===== src/rtl/shift_reg_ctrl.sv =====
// shift_reg_ctrl
//   Sequencer for a serial-in/serial-out shift register. A parallel tx word
//   accepted on a valid/ready handshake is serialised onto si while se is high
//   for exactly WIDTH cycles. so is captured on the same edges, so the word
//   previously held in the register is returned as a parallel rx word on its
//   own valid/ready handshake.
//
//   Build option: define SHIFT_REG_CTRL_MSB_FIRST_EN to transmit/receive MSB
//   first. Default build is LSB first.
//
//   Ports:
//     clk       rising-edge clock
//     rstn      asynchronous active-low reset
//     tx_data   parallel word to shift in        tx_valid / tx_ready handshake
//     si, se    serial data and shift enable to the shift register
//     so        serial data from the shift register
//     rx_data   word shifted out of the register rx_valid / rx_ready handshake
//     busy      high while shifting or holding an rx word
module shift_reg_ctrl #(
  parameter int unsigned WIDTH = 4
) (
  input  logic             clk,
  input  logic             rstn,
  input  logic [WIDTH-1:0] tx_data,
  input  logic             tx_valid,
  output logic             tx_ready,
  output logic             si,
  output logic             se,
  input  logic             so,
  output logic [WIDTH-1:0] rx_data,
  output logic             rx_valid,
  input  logic             rx_ready,
  output logic             busy
);

  localparam int unsigned CNT_W = $clog2(WIDTH + 1);

  typedef enum logic [1:0] {
    IDLE  = 2'd0,
    SHIFT = 2'd1,
    DONE  = 2'd2
  } state_t;

  state_t           state, state_nxt;
  logic [CNT_W-1:0] count, count_nxt;
  logic [WIDTH-1:0] shadow, shadow_nxt;
  logic [WIDTH-1:0] acc, acc_nxt;
  logic [WIDTH-1:0] rx_data_nxt;
  logic             se_nxt, si_nxt, rx_valid_nxt, busy_nxt;

  // Order-dependent helpers: the shadow is shifted so that the next bit to
  // transmit always sits at a fixed position; the accumulator fills from the
  // end that makes the first received bit land where it was first sent.
  logic [WIDTH-1:0] shadow_shift;
  logic [WIDTH-1:0] acc_in;
  logic             first_bit;
  logic             next_bit;

`ifdef SHIFT_REG_CTRL_MSB_FIRST_EN
  assign first_bit    = tx_data[WIDTH-1];
  assign shadow_shift = shadow << 1;
  assign next_bit     = shadow_shift[WIDTH-1];
  assign acc_in       = (acc << 1) | WIDTH'(so);
`else
  assign first_bit    = tx_data[0];
  assign shadow_shift = shadow >> 1;
  assign next_bit     = shadow_shift[0];
  assign acc_in       = (acc >> 1) | {so, {(WIDTH-1){1'b0}}};
`endif

  assign tx_ready = (state == IDLE);

  always_comb begin
    state_nxt    = state;
    count_nxt    = count;
    shadow_nxt   = shadow;
    acc_nxt      = acc;
    se_nxt       = se;
    si_nxt       = si;
    rx_valid_nxt = rx_valid;
    rx_data_nxt  = rx_data;
    busy_nxt     = busy;
    case (state)
      IDLE: begin
        if (tx_valid) begin
          state_nxt  = SHIFT;
          shadow_nxt = tx_data;
          count_nxt  = '0;
          acc_nxt    = '0;
          se_nxt     = 1'b1;
          si_nxt     = first_bit;
          busy_nxt   = 1'b1;
        end
      end
      SHIFT: begin
        acc_nxt = acc_in;
        if (count == CNT_W'(WIDTH - 1)) begin
          // Last shift edge: the final so bit goes straight into rx_data.
          state_nxt    = DONE;
          se_nxt       = 1'b0;
          si_nxt       = 1'b0;
          rx_valid_nxt = 1'b1;
          rx_data_nxt  = acc_in;
        end else begin
          count_nxt  = count + CNT_W'(1);
          shadow_nxt = shadow_shift;
          si_nxt     = next_bit;
        end
      end
      DONE: begin
        if (rx_ready) begin
          state_nxt    = IDLE;
          rx_valid_nxt = 1'b0;
          busy_nxt     = 1'b0;
        end
      end
      default: begin
        state_nxt = IDLE;
      end
    endcase
  end

  always_ff @(posedge clk or negedge rstn) begin
    if (!rstn) begin
      state    <= IDLE;
      count    <= '0;
      shadow   <= '0;
      acc      <= '0;
      se       <= 1'b0;
      si       <= 1'b0;
      rx_valid <= 1'b0;
      rx_data  <= '0;
      busy     <= 1'b0;
    end else begin
      state    <= state_nxt;
      count    <= count_nxt;
      shadow   <= shadow_nxt;
      acc      <= acc_nxt;
      se       <= se_nxt;
      si       <= si_nxt;
      rx_valid <= rx_valid_nxt;
      rx_data  <= rx_data_nxt;
      busy     <= busy_nxt;
    end
  end

endmodule


===== config.mk =====
export PLATFORM = sky130hd
export DESIGN_NAME = shift_reg_ctrl
export DESIGN_NICKNAME = d
export VERILOG_FILES = /design/src/rtl/shift_reg_ctrl.sv
export SDC_FILE = /design/constraint.sdc
export NUM_CORES = 1
export LEC_CHECK = 0
export ABC_AREA = 1
export BUFFER_PORTS_ARGS = -buffer_cell sky130_fd_sc_hd__buf_2
export CAP_MARGIN = 20
export CORE_MARGIN = 3
export CORE_UTILIZATION = 45
export CTS_BUF_LIST = sky130_fd_sc_hd__clkbuf_4 sky130_fd_sc_hd__clkbuf_8
export DETAILED_ROUTE_END_ITERATION = 16
export PLACE_DENSITY = 0.68
export SLEW_MARGIN = 20
export SYNTH_ARGS = -nofsm -noshare
export SYNTH_HDL_FRONTEND = slang
export SYNTH_SLANG_ARGS = --single-unit

===== constraint.sdc =====
create_clock -name clk -period 1.26 [get_ports clk]
set_input_delay 0.252 -clock clk [delete_from_list [all_inputs] [get_ports clk]]
set_output_delay 0.252 -clock clk [all_outputs]
set_load 0.05 [all_outputs]

==> results.yml <==
floorplan:
  ios: 18
  chipHeight_microns: 49.8
  initial_utilization_pct: 48.9
  core_region_area_sq_um: 1760
  die_width_microns: 49.8
  floorplan.die_area_sq_um: 2480
  floorplan.rows: 15
pwr:
  cellLeakagePower_nw: 0.603
  total_switching_power_mw: 1.59
  p_sw_share_pct: 49.6
  p_total_mw: 3.21
  vdd_drop_max_v: 0.00140
  power.internal_mw: 1.62
  part_of_the_power_in_combinational_logic_pct: 57.8
  clock_power_share_pct: 9.8
  seq_power_share_pct: 32.4
  pwr_density_cell_nw_per_um2: 2850
layout:
  area.growth.synth_to_final_pct: 30.6
  diodes: 0
  design_area_sq_um: 1130
  finalNetCount: 140
  drive_above_1_share_pct: 37.0
run_status:
  violated_checks: "negative setup slack"
  run_status: "complete, but fails checks"
placement:
  placed_area_sq_um: 983
  place.gp.congestion: 0.779
  hpwlAfterDp_mm: 1.20
  portBuffers: 17
synthesis:
  netlist_top_cells_count: "sky130_fd_sc_hd__nand2_1, sky130_fd_sc_hd__dfrtp_1, sky130_fd_sc_hd__inv_1"
  yosysTopAreaCell: "sky130_fd_sc_hd__dfrtp_1"
  netlist.area_leader.share_pct: 55.2
  yosys.cell_count.top_type: "sky130_fd_sc_hd__nand2_1"
  synth.cell_area_sq_um: 862
  synth.top_cells.by_area: "sky130_fd_sc_hd__dfrtp_1, sky130_fd_sc_hd__nand2_1, sky130_fd_sc_hd__o21ai_0"
  synth_seq_area_share_pct: 55.2
  synthArstFlopShare_pct: 100
  cell_count_after_synthesis: 98
  synth_edf_count: 0
  post_synth.cell_area_avg_sq_um: 8.80
  yosysWarningCount: 0
  yosys.cell_types.count: 12
  synthFlopType: "sky130_fd_sc_hd__dfrtp_1"
  synth_seq_cells: 19
  syn_nets: 110
routing:
  detail_route.drc_violations: 0
  firstDrtPassIters: 5
  routed_wire_length_per_instance_microns: 12.3
  dr_iter_0_viols: 5
  antenna_violating_nets_post_route: 0
  detailroute.via_count: 702
  postRouteWirelength_mm: 1.86
  viasPerCell: 4.62
timing:
  timing_limited_maximum_frequency_mhz: 770
  final_critical_path_required_period_ns: 1.30
  layout_worst_path_cycle_share_pct: 103
  setup_viol_count_final: 1
  timing.final.hold_violations: 0
  worstMarginPinSlew_ns: 0.439
  clock-skew-final_ns: 0.00770
  final_max_slew_viol_count: 0
  setup_repair_after_global_routing_missed_its_margin: "true"
  timing.max_slew.rel_slack_pct: 70.8
  post-route-worst-setup-slack_ns: -0.0381
cts:
  root_buffer: "sky130_fd_sc_hd__clkbuf_4"
  clk-insertion-delay-late_ns: 0.30
  cts_inserted_buffers: 3
  clk_buf_depth: 2
  clock_tree.htree_level_count: 1
  numClockSinks: 19
  cts_tree: "yes"
  clkSlewWorstSetupHoldPaths_ns: 0.11
setup_path:
  setup_crit_start_kind: "flop"
  critical_path.endpoint_type: "output pin"
  critPathKind: "reg -> out"
  critical_path.max_stage_delay_ns: 0.44
  timing.critical_path.cells: "nor2_4, buf_8"
  critPathRequiredTime_ns: 1.01
  worst_path_max_delay_cell: "sky130_fd_sc_hd__dfrtp_2"
  critPathMaxFanout: 2
  worst_ep_arrival_time_ns: 1.05
global_routing:
  grt-ovfl-total: 0
  grt_max_degree: 20
  vias_in_the_first_global_route: 676
  grt_use_total_pct: 15.7
  grt_pass1_wl_mm: 2.91
  number_of_antenna_violations_at_the_first_check_in_global_routing: 0
run:
  max-cap-violations: 0
hold_path:
  class_of_the_tightest_hold_or_removal_check: "in -> reg"
==> critical path, delay by kind of cell, from the launching register on <==
| family | cells | cell delay, ns |
|---|---|---|
| and+or+nand+nor | 1 | 0.15 |
| DFF | 1 | 0.44 |
| buffers and inverters | 1 | 0.16 |
==> sequential cells by signal, summed over array words and instances (netlist names) <==
register,count
count,3
si,1
se,1
busy,1
rx_data,4
acc,3
shadow,3
state,2
rx_valid,1
==> cell usage in the layout (no fill, tap or decap), types with 2 or more instances in the layout <==
cell type and count:
sky130_fd_sc_hd__nand3_1 4, sky130_fd_sc_hd__o21ai_0 9, sky130_fd_sc_hd__clkbuf_4 3, sky130_fd_sc_hd__inv_2 2
sky130_fd_sc_hd__buf_2 16, sky130_fd_sc_hd__nand3_2 4, sky130_fd_sc_hd__dfrtp_1 17, sky130_fd_sc_hd__dfrtp_2 2
sky130_fd_sc_hd__buf_4 7, sky130_fd_sc_hd__inv_1 10, sky130_fd_sc_hd__clkinv_2 2, sky130_fd_sc_hd__nand2_1 37
sky130_fd_sc_hd__nor2_4 2, sky130_fd_sc_hd__nand2_4 4
==> routing by layer <==
metal	vias to the layer above	track usage (%)	part of all wire (%)
li1	361	-	-
met1	325	17.7	44
met2	12	27.8	51
met3	4	3.93	3.2
met4	0	6.91	1.5
met5	-	0	0
==> per-stage QoR <==
step	utilization [%]	setup slack [ns]	setup TNS (ns)	std cells	hold slack, ns
2_1_floorplan	-	0.0624	0	98	-0.0436
3_3_place_gp	55.7	0.00745	0	140	0.209
3_5_place_dp	55.7	-0.0235	-0.0793	140	0.219
4_1_cts	60.1	-0.0220	-0.0220	149	0.137
5_1_grt	63.8	-0.0846	-0.460	152	0.140
6_report	63.8	-0.0381	-0.0381	152	0.160
==> path summary, 6_finish.rpt <==
kind / from / endpoint / slack (ns) / cells past startpoint
max: state[1] / tx_ready / -0.04 / 2
min: rx_ready / state[1] / 0.16 / 2
max reg2reg: state[0] / count[2] / 0.04 / 7
min reg2reg: se / se / 0.48 / 2
max in group asynchronous: rstn / state[1] / 0.51 / 2
min in group asynchronous: rstn / shadow[2] / 0.42 / 2
==> power groups by stage <==
stage	sequential, mW	combinational [mW]	clock [mW]
after floorplan	1.40	0.831	0
after global placement	1.03	1.49	0
after detailed placement	1.04	1.52	0
after CTS	1.02	1.66	0.324
after global routing	1.08	2.05	0.349
final	1.04	1.86	0.313
==> kinds of logic after synthesis <==
kind of cell | after synthesis | synth area share (%)
and+or+nand+nor | 53 | 28.9
DFF | 19 | 55.2
buffers and inverters | 13 | 5.80
AOI/OAI and AO/OA | 10 | 5.81
adders and majority gates | 3 | 4.35
==> final cells by class <==
type                    instances  area, sq um
fillers                       179          638
flip-flops and latches         19          478
multi-input cells              66          382
repair buffers                 25          158
inverters                      13         50.0
well taps                      25         31.3
clock buffers                   3         22.5
clock inverters                 1         5.00
==> repair_timing <==
action,CTS,global route
gates resized for setup,5,11
setup endpoints to repair,7,14
setup buffers,4,3
gates cloned,0,0
pin swaps,1,3
hold endpoints to repair,19,0
hold buffers,1,0
Note: power is estimated with default switching activity, not from simulation.
